--- src/rtl/joy_pkg.sv ---
// Shared types and constants for the PmodJSTK poll controller.
package joy_pkg;

  // Transaction sequencer states.
  typedef enum logic [2:0] {
    IDLE,
    SETUP,
    SHIFT,
    GAP,
    DONE
  } state_e;

  // Bytes exchanged per poll: command/X-low, X-high, Y-low, Y-high, buttons.
  localparam int unsigned NUM_BYTES = 5;

  // Upper six bits of the first command byte; the LED bits fill the rest.
  localparam logic [5:0] CMD_PREFIX = 6'b100000;

  // Mid-scale position, so the cursor is stationary until real data arrives.
  localparam logic [9:0] JOY_CENTER = 10'd512;

endpackage

--- src/rtl/spi_byte_shifter.sv ---
// One SPI mode-0 byte transfer, MSB first: generates sclk, shifts mosi out
// and samples miso on every sclk rising edge. done_o is high during the last
// cycle of the transfer, so the caller can move on with no idle cycle.
module spi_byte_shifter #(
  parameter int CLK_DIV = 50
) (
  input  logic       clk,
  input  logic       clr_n,
  input  logic       clear_i,
  input  logic       start_i,
  input  logic [7:0] tx_byte_i,
  input  logic       miso_i,
  output logic       sclk_o,
  output logic       mosi_o,
  output logic       done_o,
  output logic [7:0] rx_byte_o
);

  localparam int            HW          = (CLK_DIV > 1) ? $clog2(CLK_DIV) : 1;
  localparam logic [HW-1:0] HALF_RELOAD = HW'(CLK_DIV - 1);

  logic          active_q, active_d;
  logic          sclk_q,   sclk_d;
  logic [7:0]    tx_q,     tx_d;
  logic [7:0]    rx_q,     rx_d;
  logic [2:0]    bit_q,    bit_d;
  logic [HW-1:0] half_q,   half_d;
  logic          half_end;

  assign half_end  = active_q && (half_q == '0);
  assign done_o    = half_end && sclk_q && (bit_q == 3'd0);
  assign sclk_o    = sclk_q;
  assign mosi_o    = tx_q[7];
  assign rx_byte_o = rx_q;

  // Next-state: load on start, toggle sclk at each half-period end, shift on falling edge.
  always_comb begin
    // NOTE: every variable gets a default first so no path leaves it unassigned (no latch).
    active_d = active_q;
    sclk_d   = sclk_q;
    tx_d     = tx_q;
    rx_d     = rx_q;
    bit_d    = bit_q;
    half_d   = half_q;

    if (clear_i) begin
      bit_d = '0;
      rx_d  = '0;
    end

    if (start_i) begin
      active_d = 1'b1;
      sclk_d   = 1'b0;
      tx_d     = tx_byte_i;
      bit_d    = 3'd7;
      half_d   = HALF_RELOAD;
    end else if (half_end) begin
      half_d = HALF_RELOAD;
      if (!sclk_q) begin
        // Rising edge: capture the slave's bit.
        sclk_d = 1'b1;
        rx_d   = {rx_q[6:0], miso_i};
      end else begin
        // Falling edge: mosi advances together with sclk going low.
        sclk_d = 1'b0;
        if (bit_q == 3'd0) begin
          active_d = 1'b0;
        end else begin
          bit_d = bit_q - 3'd1;
          tx_d  = {tx_q[6:0], 1'b0};
        end
      end
    end else if (active_q) begin
      half_d = half_q - 1'b1;
    end
  end

  // Shifter state registers.
  always_ff @(posedge clk or negedge clr_n) begin
    // NOTE: sequential state uses non-blocking assignments so all registers update together.
    if (!clr_n) begin
      active_q <= 1'b0;
      sclk_q   <= 1'b0;
      tx_q     <= '0;
      rx_q     <= '0;
      bit_q    <= '0;
      half_q   <= '0;
    end else begin
      active_q <= active_d;
      sclk_q   <= sclk_d;
      tx_q     <= tx_d;
      rx_q     <= rx_d;
      bit_q    <= bit_d;
      half_q   <= half_d;
    end
  end

endmodule

--- src/rtl/joy_update_ctrl.sv ---
// Periodic PmodJSTK poll: a frame counter raises a pending request, the FSM
// runs a five-byte SPI exchange and publishes position/buttons atomically.
module joy_update_ctrl
  import joy_pkg::*;
#(
  parameter int CLK_DIV      = 50,
  parameter int SS_SETUP     = 1500,
  parameter int INTERBYTE    = 1000,
  parameter int FRAME_CYCLES = 2000000
) (
  input  logic       clk,
  input  logic       clr_n,
  input  logic [1:0] led,
  input  logic       miso,
  output logic       ss,
  output logic       sclk,
  output logic       mosi,
  output logic [9:0] joy_x,
  output logic [9:0] joy_y,
  output logic [2:0] btn,
  output logic       upd,
  output logic       busy,
  output logic       overrun
);

  localparam int            FW           = (FRAME_CYCLES > 1) ? $clog2(FRAME_CYCLES) : 1;
  localparam logic [FW-1:0] FRAME_LAST   = FW'(FRAME_CYCLES - 1);
  localparam int            WAIT_MAX     = (SS_SETUP > INTERBYTE) ? SS_SETUP : INTERBYTE;
  localparam int            WW           = $clog2(WAIT_MAX + 1);
  localparam logic [WW-1:0] SETUP_RELOAD = WW'(SS_SETUP - 1);
  localparam logic [WW-1:0] GAP_RELOAD   = WW'(INTERBYTE - 1);
  localparam logic [2:0]    LAST_BYTE    = 3'(NUM_BYTES - 1);

  state_e        state_q,   state_d;
  logic [FW-1:0] frame_q,   frame_d;
  logic          pending_q, pending_d;
  logic          overrun_q, overrun_d;
  logic [WW-1:0] wait_q,    wait_d;
  logic [2:0]    byte_q,    byte_d;
  logic [1:0]    led_q,     led_d;
  logic          ss_q,      ss_d;
  logic          busy_q,    busy_d;
  logic          upd_q,     upd_d;
  logic [9:0]    joy_x_q,   joy_x_d;
  logic [9:0]    joy_y_q,   joy_y_d;
  logic [2:0]    btn_q,     btn_d;
  logic [9:0]    stage_x_q, stage_y_q;

  logic          frame_wrap, consume;
  logic          shift_clear, shift_start, shift_done;
  logic [7:0]    tx_byte, rx_byte;

  assign consume = (state_q == IDLE) && pending_q;

  spi_byte_shifter #(
    .CLK_DIV (CLK_DIV)
  ) u_shifter (
    .clk       (clk),
    .clr_n     (clr_n),
    .clear_i   (shift_clear),
    .start_i   (shift_start),
    .tx_byte_i (tx_byte),
    .miso_i    (miso),
    .sclk_o    (sclk),
    .mosi_o    (mosi),
    .done_o    (shift_done),
    .rx_byte_o (rx_byte)
  );

  // Frame counter and single-deep request flag; a wrap that finds it still set is lost.
  always_comb begin
    frame_wrap = (frame_q == FRAME_LAST);
    frame_d    = frame_wrap ? '0 : frame_q + 1'b1;
    pending_d  = (pending_q && !consume) || frame_wrap;
    overrun_d  = frame_wrap && pending_q && !consume;
  end

  // Sequencer next-state and registered outputs.
  always_comb begin
    state_d     = state_q;
    wait_d      = wait_q;
    byte_d      = byte_q;
    led_d       = led_q;
    ss_d        = ss_q;
    busy_d      = busy_q;
    upd_d       = 1'b0;
    joy_x_d     = joy_x_q;
    joy_y_d     = joy_y_q;
    btn_d       = btn_q;
    shift_clear = 1'b0;
    shift_start = 1'b0;
    // Only byte 0 carries the command; the rest are dummy reads.
    tx_byte     = (state_q == SETUP) ? {CMD_PREFIX, led_q} : 8'h00;

    unique case (state_q)
      IDLE: begin
        if (pending_q) begin
          state_d     = SETUP;
          wait_d      = SETUP_RELOAD;
          byte_d      = '0;
          led_d       = led;
          ss_d        = 1'b0;
          busy_d      = 1'b1;
          shift_clear = 1'b1;
        end
      end
      SETUP: begin
        if (wait_q == '0) begin
          state_d     = SHIFT;
          shift_start = 1'b1;
        end else begin
          wait_d = wait_q - 1'b1;
        end
      end
      SHIFT: begin
        if (shift_done) begin
          if (byte_q == LAST_BYTE) begin
            state_d = DONE;
          end else begin
            state_d = GAP;
            wait_d  = GAP_RELOAD;
          end
        end
      end
      GAP: begin
        if (wait_q == '0) begin
          state_d     = SHIFT;
          byte_d      = byte_q + 3'd1;
          shift_start = 1'b1;
        end else begin
          wait_d = wait_q - 1'b1;
        end
      end
      DONE: begin
        state_d = IDLE;
        ss_d    = 1'b1;
        busy_d  = 1'b0;
        upd_d   = 1'b1;
        joy_x_d = stage_x_q;
        joy_y_d = stage_y_q;
        btn_d   = rx_byte[2:0];
      end
      default: state_d = IDLE;
    endcase
  end

  // Collect position bits as each byte completes; outputs see them only in DONE.
  always_ff @(posedge clk or negedge clr_n) begin
    // NOTE: staging storage is reset as well, so an aborted poll leaves no partial bytes behind.
    if (!clr_n) begin
      stage_x_q <= '0;
      stage_y_q <= '0;
    end else if ((state_q == SHIFT) && shift_done) begin
      case (byte_q)
        3'd0:    stage_x_q[7:0] <= rx_byte;
        3'd1:    stage_x_q[9:8] <= rx_byte[1:0];
        3'd2:    stage_y_q[7:0] <= rx_byte;
        3'd3:    stage_y_q[9:8] <= rx_byte[1:0];
        default: ;
      endcase
    end
  end

  // State, counters and output registers.
  always_ff @(posedge clk or negedge clr_n) begin
    if (!clr_n) begin
      state_q   <= IDLE;
      frame_q   <= '0;
      pending_q <= 1'b0;
      overrun_q <= 1'b0;
      wait_q    <= '0;
      byte_q    <= '0;
      led_q     <= '0;
      ss_q      <= 1'b1;
      busy_q    <= 1'b0;
      upd_q     <= 1'b0;
      joy_x_q   <= JOY_CENTER;
      joy_y_q   <= JOY_CENTER;
      btn_q     <= '0;
    end else begin
      state_q   <= state_d;
      frame_q   <= frame_d;
      pending_q <= pending_d;
      overrun_q <= overrun_d;
      wait_q    <= wait_d;
      byte_q    <= byte_d;
      led_q     <= led_d;
      ss_q      <= ss_d;
      busy_q    <= busy_d;
      upd_q     <= upd_d;
      joy_x_q   <= joy_x_d;
      joy_y_q   <= joy_y_d;
      btn_q     <= btn_d;
    end
  end

  assign ss      = ss_q;
  assign busy    = busy_q;
  assign upd     = upd_q;
  assign overrun = overrun_q;
  assign joy_x   = joy_x_q;
  assign joy_y   = joy_y_q;
  assign btn     = btn_q;

endmodule

--- config.mk ---
export PLATFORM = sky130hd
export DESIGN_NAME = joy_update_ctrl
export DESIGN_NICKNAME = d
export VERILOG_FILES = /design/src/rtl/joy_pkg.sv /design/src/rtl/spi_byte_shifter.sv /design/src/rtl/joy_update_ctrl.sv
export SDC_FILE = /design/constraint.sdc
export NUM_CORES = 1
export LEC_CHECK = 0
export CELL_PAD_IN_SITES_DETAIL_PLACEMENT = 2
export CELL_PAD_IN_SITES_GLOBAL_PLACEMENT = 2
export CORE_MARGIN = 3
export CORE_UTILIZATION = 40
export DETAILED_ROUTE_END_ITERATION = 8
export PLACE_DENSITY = 0.82
export SETUP_SLACK_MARGIN = 0.05
export SLEW_MARGIN = 25
export SYNTH_ARGS = -nofsm -noshare
export SYNTH_HDL_FRONTEND = slang
export SYNTH_SLANG_ARGS = --single-unit
--- constraint.sdc ---
create_clock -name clk -period 3.25 [get_ports clk]
set_input_delay 0.325 -clock clk [delete_from_list [all_inputs] [get_ports clk]]
set_output_delay 0.325 -clock clk [all_outputs]
set_load 0.1 [all_outputs]
# --- Yosys cells after proc, flatten, opt, wreduce, memory -nomap -nowiden ---
# Index checks and enable logic that the tools add are counted.
totals:
  regBits: 115
  elab_cells: 125
  input_bits: 5
op_classes:
  addsub: 5
  muxes: 47
  reduce_logical: 34
  n_eq_ne: 16
ops:
  columns: ["cell", "n"]
  rows:
  - ["$mux 8", 9]
  - ["$mux 11", 4]
  - ["$mux 3", 11]
  - ["$pmux 11 s3", 1]
  - ["$add 21x1->21 const B", 1]
  - ["$eq 21x21->1 const B", 1]
  - ["$mux 21", 1]
  - ["$mux 6", 3]
  - ["$mux 1", 14]
  - ["$eq 3x2->1 const B", 4]
  - ["$ne 2x2->1 const B", 6]
  - ["$reduce_and 2->1", 6]
  - ["$reduce_and 3->1", 4]
  - ["$logic_not 11->1", 1]
  - ["$sub 11x1->11 const B", 1]
  - ["$reduce_bool 2->1", 5]
  - ["$logic_not 3->1", 3]
  - ["$pmux 3 s3", 1]
  - ["$logic_and 1x1->1", 8]
  - ["$eq 3x1->1 const B", 2]
  - ["$eq 3x3->1 const B", 2]
  - ["$logic_not 6->1", 1]
  - ["$pmux 3 s2", 1]
  - ["$reduce_bool 3->1", 2]
  - ["other kinds (9)", 10]

# --- Logic depth before layout (Yosys ltp) ---
# Gate-level depths: netlist of the first run.
logic_depth:
  ltp_word: 7
  ltp_mapped: 9

# --- Modules after synthesis ---
# Synthesis of the first run repeated with hierarchy kept, for this count alone.
unflattened:
  hier_cells: 471
  hier_area_um2: 5422.7
by_module_without_submodules:
  columns: ["module", "seq_area_each_um2", "cells_per_inst", "area_each_um2", "n_inst"]
  rows:
  - ["joy_update_ctrl", 2205.9, 331, 3948.8, 1]
  - ["spi_byte_shifter", 675.6, 140, 1473.9, 1]

# --- Least setup slack after synthesis of the first run ---
# No wires, ideal clock.
synth_timing:
  path_kind: "register -> register"
  start: "reg u_shifter.sclk_q, in the netlist u_shifter.sclk_o"
  end: "reg wait_q[8]"
  slack_ns: 0.552
  arrival_ns: 2.577
  period_less_slack_ns: 2.698
  stages_incl_launch_ff: 6
  setup_time_ns: 0.121
  required_ns: 3.129
  cell_sequence: "dfrtp_1 or3b_2 or4_4 a21oi_4 o21ai_0 a22o_1"
synth_via:
  elab_chain_len: 4
synth_lines:
  columns: ["item", "line", "text"]
  rows:
  - ["from (decl)", "spi_byte_shifter.sv:23", "logic sclk_q, sclk_d;"]
  - ["from (signal assigned)", "spi_byte_shifter.sv:90", "sclk_q <= sclk_d;"]
  - ["$logic_and 1x1->1 (2 in a row)", "spi_byte_shifter.sv:31", "assign done_o = half_end && sclk_q && (bit_q == 3'd0);"]
  - ["$ne 2x2->1 (no line)", null, null]
  - ["$reduce_and 5->1 (no line)", null, null]
  - ["to (signal assigned)", "joy_update_ctrl.sv:185", "wait_q <= wait_d;"]
  - ["to (decl)", "joy_update_ctrl.sv:38", "logic [WW-1:0] wait_q, wait_d;"]
# Every way passes these cells.
# A chain may end at the register's enable or synchronous reset.

# --- Worst setup path in the final report of the first run ---
layout_timing:
  start: "reg u_shifter.half_q[1]"
  end: "reg stage_x_q[9]"
layout_via:
  elab_chain_len: 6
layout_lines:
  columns: ["item", "line", "text"]
  rows:
  - ["from (decl)", "spi_byte_shifter.sv:27", "logic [HW-1:0] half_q, half_d;"]
  - ["from (signal assigned)", "spi_byte_shifter.sv:94", "half_q <= half_d;"]
  - ["$logic_not 6->1", "spi_byte_shifter.sv:30", "assign half_end = active_q && (half_q == '0);"]
  - ["$logic_and 1x1->1", "spi_byte_shifter.sv:30", null]
  - ["$logic_and 1x1->1 (2 in a row)", "spi_byte_shifter.sv:31", null]
  - ["$logic_and 1x1->1", "joy_update_ctrl.sv:153", "end else if ((state_q == SHIFT) && shift_done) begin"]
  - ["$reduce_and 2->1 (no line)", null, null]
  - ["to (signal assigned)", "joy_update_ctrl.sv:156", "3'd1: stage_x_q[9:8] <= rx_byte[1:0];"]
  - ["to (decl)", "joy_update_ctrl.sv:47", "logic [9:0] stage_x_q, stage_y_q;"]
# Every way passes these cells.

==> impl_summary.md, run 1 <==
Run
The number of max-cap violations is 0.

GRT
The via count of the first global-routing pass is 4307. The first global-routing pass estimated 25100 um of wire. In the global route stage, overall resource usage came out at 23.2%. The met3 usage is 5.70%.

The routing layer with the top usage in global route is met2. The global routing usage on met2 is 41.0%. The maximum number of pins on one net before global-route repair is 65.

The final global-route overflow total is 0. The met1 track utilization from global routing is 27.4%. The number of antenna violations at the first check in global routing was 0.

Floorplanning
The total I/O pin count is 34. Measured along the x axis, the die boundary spans 119 um. The overall die height is 119 um. The floorplan core area is 0.0123 mm^2. The floorplan has 40 rows. The initial utilization of the core area, before any placement, comes to 41.6%. The die footprint is 0.0141 mm^2.

Final layout
The layout-stage area growth over the synthesis result is 23.5%. The area of combinational cells with multiple inputs is 0.00210 mm^2. In the layout the commonest cells are dfrtp_1 (112), nand2_1 (46), mux2_2 (46). Summing all flip-flop and latch instances after layout gives 0.00288 mm^2.

The filler cell count is 1203. Cells fill 51.4% of the core in the end. The count of nets after finishing is 502.

The repair_antennas step left the layout with diodes totalling 0. Leaving out fill and tap cells, the most frequent cell in the layout is dfrtp_1. The fraction of layout instances using a drive strength above 1 is 20.7%. The total non-filler cell area in the finished layout is 0.00630 mm^2.

Detailed routing
The final wirelength is 15200 um. The number of nets with antenna violations after detailed routing is 0. The first-pass detailed-route iteration total is 4. The DRC violation total after the first TritonRoute iteration is 116. The final routed DRC violation total is 0.

Using the TritonRoute via totals, the vias-per-cell ratio works out to 5.45. The total vias in the final route is 3630. Dividing the detail-routed wire length by the instance count gives 22.8 um.

Run status
The run finished with clean final reports.

Placement
In this run the tool buffered the top-level ports with 33 buffer cells. Summing all placed instances gives a cell area of 0.00564 mm^2. The placement-stage worst setup slack is 0.688 ns.

The congestion estimate from routability-driven global placement came to 0.838. The HPWL after detailed placement is 9130 um.

Timing
Subtracting the final worst setup slack from the clock period gives 2.66 ns. The post-route setup TNS is 0 ns. The final setup violation count is 0.

At the pin with the least slew margin, the transition time is 1.04 ns. The final hold violation count is 0. The final worst setup slack is 0.589 ns. The part of the cycle the worst path needs is 81.9%. The achievable clock frequency is 376 MHz.

The clock arrives with 0.0131 ns of skew. Setup repair after global routing left no endpoint under its margin. The max-slew violation total from the final report was 0. The worst-case headroom to the max-slew limit is 30.2%.

Critical path
The worst setup path is captured at a flop. The kind of cell adding the most delay to the critical path is simple AND/OR/NAND/NOR gates. The largest single stage delay on the critical path is 0.51 ns. Among all stages on the critical path, the largest delay is contributed by nor4b_1. The data required time of the critical path is 3.54 ns. The number of cells on the worst reg-to-reg path is 7. Counting both buffers and inverters, the worst setup path holds a total of 1. The launch instance of the worst register-to-register path is u_shifter.half_q[1].

The capturing point of the worst reg2reg path is stage_x_q[9]. The register-to-register setup slack is 0.59 ns. Traced cell by cell, the critical path runs through inv_1 -> ha_1 -> nand4bb_1 -> nor3_1 -> nand3_1 -> nor4b_1 -> mux2_2.

At the worst endpoint, the arrival time is 2.95 ns. The category of the worst setup path launch point is a flop. The class of the most critical setup path is reg -> reg. The largest fanout on the critical path is 8.

Logic synthesis
The mean cell area of the mapped netlist is 11.5 um^2. The post-synthesis instance total is 442. Synthesis produced a netlist with a net count of 458.

For this run, the number of Yosys warnings is 0. The most common flop cell mapped by yosys is dfrtp_1. The number of flops mapped to enable cells by yosys is 0. The number of different library cells used by synthesis comes to 55. The number of register bits inferred by synthesis is 115.

Summing the sequential cell areas from Yosys gives 56.5% of the chip area. The proportion of synthesized flip-flops having asynchronous set or reset is 100%. The post-synthesis cell area is 0.00510 mm^2.

CTS
The deepest level of the CTS H-tree is 4. The number of clock sinks seen by CTS is 115. Clock tree synthesis selected as its root buffer the cell clkbuf_16. The number of cells upsized or downsized after cts is 0. The worst-case clock buffer depth is 2. The clock latency reported for the late side of the worst-skew pair is 0.42 ns. The number of buffers created by CTS is 17. The CTS tree is yes.

After clock tree synthesis, the setup repair step added 0 buffers. The number of buffers inserted for hold repair after clock tree synthesis is 0. After clock tree synthesis, the clock-pin slew on the worst setup and hold paths is 0.05 ns.

Power and ir drop
The overall power after layout is 3.61 mW. The reported leakage power is 2.96 nW. For this design the ratio of total power to cell area is 572 mW/mm^2. The peak supply drop is 0.000372 V.

Min path
The path class of the tightest hold or removal check is in -> async.
[registers in the layout (all words and copies together), names as in the netlist, 6 cells and up]
| register | cells |
|---|---|
| wait_q | 11 |
| joy_x | 10 |
| joy_y | 10 |
| stage_y_q | 10 |
| stage_x_q | 10 |
| frame_q | 21 |
| u_shifter.tx_q | 8 |
| u_shifter.half_q | 6 |
| u_shifter.rx_byte_o | 8 |
[layout make-up]
type / instances / share of cell area [%]
sequential: 115 / 45.7
multi-input combinational: 296 / 33.3
clock buffer: 21 / 7.15
timing repair buffer: 41 / 6.36
tap: 168 / 3.34
clock inverter: 10 / 3.26
inverter: 15 / 0.894
[worst max path at each step]
stage	startpoint	to	slack [ns]	depth (start not counted)
after floorplan	u_shifter.sclk_o	wait_q[8]	0.55	5
after global placement	u_shifter.half_q[0]	stage_x_q[9]	0.76	7
after detailed placement	u_shifter.half_q[0]	stage_x_q[8]	0.69	7
after CTS	u_shifter.half_q[0]	stage_x_q[9]	0.63	7
after global routing	u_shifter.half_q[0]	stage_x_q[9]	0.32	7
final	u_shifter.half_q[1]	stage_x_q[9]	0.59	7
[where the power goes]
group | internal, mW | switching [mW] | leakage (nW)
clock | 1.45 | 0.681 | 0.313
combinational | 0.00806 | 0.0301 | 1.07
sequential | 1.43 | 0.00124 | 1.57
total | 2.89 | 0.712 | 2.96
[cells by family (layout without fill, tap and decap cells)]
group                    after synthesis  in the layout  synth area share (%)
XOR/XNOR                              21             21                  3.60
adder cells (fa/ha/maj)               11             11                  2.70
multiplexers                          51             51                  11.1
buffers and inverters                 31             87                  2.55
AO/OA/AOI/OAI                         55             55                  6.99
AND/OR/NAND/NOR                      158            158                  16.6
flip-flops                           115            115                  56.5
[cell usage after synthesis (4+ instances only)]
cell	instances	area, um^2
xor2_1	9	78.8
inv_1	14	52.6
a21oi_1	12	60.1
nand3_1	24	120
mux2_2	46	518
o21ai_0	17	85.1
nand2_1	46	173
mux2i_1	5	50.1
nor4_1	7	43.8
clkbuf_1	12	45.0
dfrtp_1	112	2800
nor3_1	10	50.1
ha_1	11	138
or4_1	5	37.5
and3_1	7	43.8
o211ai_1	4	30.0
o31ai_1	6	45.0
xnor2_1	12	105
nor2_1	23	86.3
[layer usage]
layer | part of all wire (%) | wire length, um | up-vias
met2 | 54 | 8230 | 56
met3 | 2.6 | 396 | 22
li1 | - | - | 1651
met5 | 0 | 0 | -
met1 | 42 | 6330 | 1901
met4 | 1.7 | 252 | 0
[stage by stage]
step,hold slack [ns],instances
floorplan,0.0294,442
CTS,0.0466,666
global placement,0.472,635
finish,0.00458,666
detailed placement,0.480,635
global route,0.0711,666
No activity file was read; power rests on OpenSTA's default activity.
==> run 2, diff against run 1 <==
- clock period: 3.25 -> 2.67 ns (I/O delays scaled with it)
==> run 2 against run 1 <==
Net effect: maximum frequency rose by 5.2%; global-route usage rose by 0.71 points; critical path depth rose by 1; combinational power rose by 24%; power rose by 18%.
==> impl_summary.md, run 2 (synthesis gave the netlist of run 1 again) <==
Run status
The flow ran to the end, and the final reports show no timing, DRC or antenna violations.

Detailed routing
The first-pass detailed-route iteration total is 4. Summing over every cut layer, the via total after detailed routing is 3680. The wire length per cell is 23.5 um. For this run, design rule violations remaining after detail routing come to 0. Wires add up to 15800 um. The vias per cell is 5.45.

The count of nets left with antenna violations once routing finished came out at 0. The DRC violation total after the first TritonRoute iteration is 230.

CTS
The deepest level of the CTS H-tree is 4. The number of clock sinks seen by CTS is 115. TritonCTS built the clock tree. Clock-pin slew was measured on the worst setup and hold paths at 0.06 ns. CTS placed an instance of clkbuf_16 at the clock tree root. The clock reaches the later pin of the worst-skew pair after 0.43 ns.

The worst-case clock buffer depth is 2. The number of buffers created by CTS is 17.

Timing
Setup violations remaining at the end of the flow were counted as 0. The max-slew violation total from the final report came to 0. Measured against its own limit, the worst slew margin works out to 49.9%. The post-route setup TNS is 0 ns.

Setup repair after global routing could not meet its margin everywhere. The final hold violation count is 0. At the pin with the least slew margin, the transition time is 0.752 ns. Counting I/O delays and the setup requirement, the final critical path takes 2.53 ns. The setup clock skew after layout is 0.0125 ns. Derived from the worst setup path, the maximum achievable clock frequency is 395 MHz.

The part of the cycle the worst path needs is 94.8%. The final worst hold slack is 0.425 ns.

Floorplanning
The total I/O pin count is 34. The die is 119 um wide. The row count is 40. Once the floorplan was initialized, standard cells occupied 41.6% of the core. The floorplan step set the die height to 119 um. The die covers 0.0141 mm^2.

The core region is 0.0123 mm^2.

Power and ir drop
The peak supply drop is 0.000511 V. In this run the power density over the cells is 679 mW/mm^2. The switching power share of the total is 21.1%. For this design the total switching power over the nets is 0.902 mW. The share of total power dissipated in combinational logic is 1.1%.

The share of total power dissipated in sequential elements is 40.9%. The cell internal power dissipation is 3.37 mW. For this design the static power due to leakage is 3.05 nW. The share of power burned in the clock network is 58.0%.

Final layout
The register with the most flip-flops in the final layout is frame_q. Cells fill 51.3% of the core in the end. The filler cell count is 1197. The largest registers in the layout are frame_q (21), wait_q (11). At the end of the flow, the number of nets in the layout was 510. The top cell types in the final layout, fill and taps aside, are dfrtp_1 (111), nand2_1 (46), mux2_2 (46).

The fraction of layout instances using a drive strength above 1 is 28.4%. Relative to the synthesized area, the layout overhead comes to 23.2%. The register with the most flip-flops in the layout has 21 of them. The most common cell after layout, fill and taps aside is dfrtp_1.

0 antenna diodes ended up in the layout.

Min path
The tightest min-delay check is of the in -> reg type.

GRT
The via count of the first global-routing pass came to 4317. The first global-routing pass estimated 25700 um of wire. The routing layer with the top usage in global route is met2. Entering global routing, the biggest net connects 56 pins.

For this run, global-route usage on met2 was measured as 43.0%. The number of antenna violations at the first check in global routing is 0. Global routing used 28.0% of the available met1 tracks. The met3 usage is 5.70%. Global routing consumed, over all layers together, 23.9% of the routing resources. The final global-route overflow total is 0.

Placement
The number of port buffers is 33. The routability-driven placement congestion ratio is 0.816. The HPWL after detailed placement is 9290 um.

Critical path
The worst setup path is launched from a flop. The data arrival at the endpoint of the critical path is 2.83 ns. The largest fanout on the critical path is 16. The class of the most critical setup path is reg -> reg.

At the worst endpoint, the required time is 2.97 ns. The capturing element type of the critical path is a flop.

Run
The number of max-cap violations is 0.
## run 2: cell count changes in the layout (fill, tap and decap cells not counted), moves of 2 or more
cell             delta
clkbuf_1            -2
buf_4              +35
bufinv_16           -2
clkinv_4            +2
clkdlybuf4s50_1    -29
## run 2: final cells by class
class,instances,area [um^2],area share (%)
clock buffers,20,457,7.27
flip-flops and latches,115,2880,45.9
repair buffers,49,394,6.27
well taps,168,210,3.34
clock inverters,12,179,2.85
inverters,15,56.3,0.896
multi-input cells,296,2110,33.5
## run 2: critical path, stage by stage (launching register included)
cell and delay (ns):
dfrtp_1 0.43, inv_1 0.11, ha_1 0.15, or4b_2 0.64, nor4_4 0.22, buf_4 0.19
a21oi_1 0.09, buf_4 0.25, o21ai_0 0.33
## run 2: power by group through the flow
stage	combinational [mW]	clock [mW]	sequential [mW]
after global routing	0.0551	2.61	1.75
final	0.0474	2.48	1.75
after floorplan	0.00136	0	1.78
after detailed placement	0.0487	0	1.78
after global placement	0.0471	0	1.78
after CTS	0.0502	2.52	1.75
## run 2: timing repair
action | CTS | global route
gates resized for setup | 0 | 3
buffers inserted | 0 | 2
hold buffers | 1 | 0
endpoints found under the setup margin | 0 | 9
endpoints found under the hold margin | 51 | 0
## run 2: path summary, 6_finish.rpt
| kind | startpoint | slack (ns) | end | cells after the start |
|---|---|---|---|---|
| max in group asynchronous | clr_n | 1.43 | ss | 3 |
| setup reg to reg | wait_q[0] | 0.14 | u_shifter.rx_byte_o[6] | 8 |
| setup / recovery | wait_q[0] | 0.14 | u_shifter.rx_byte_o[6] | 8 |
| hold / removal | miso | 0.42 | u_shifter.rx_byte_o[0] | 3 |
| hold reg to reg | frame_q[19] | 0.50 | frame_q[19] | 1 |
| min in group asynchronous | clr_n | 0.46 | u_shifter.tx_q[2] | 2 |
## run 2: through the flow
| stage | power, mW | cells | setup slack (ns) | area (um^2) |
|---|---|---|---|---|
| floorplan | 1.78 | 442 | 0.250 | 5100 |
| global placement | 1.82 | 640 | 0.296 | 5610 |
| detailed placement | 1.83 | 640 | 0.203 | 5610 |
| CTS | 4.32 | 673 | 0.0938 | 6260 |
| global route | 4.41 | 675 | 0.0236 | 6290 |
| finish | 4.27 | 675 | 0.140 | 6290 |
## run 2: per-layer routing
| metal | wire [um] | part of all wire (%) |
|---|---|---|
| met1 | 6610 | 42 |
| met2 | 8570 | 54 |
| met3 | 405 | 2.6 |
| met4 | 248 | 1.6 |
| met5 | 0 | 0 |
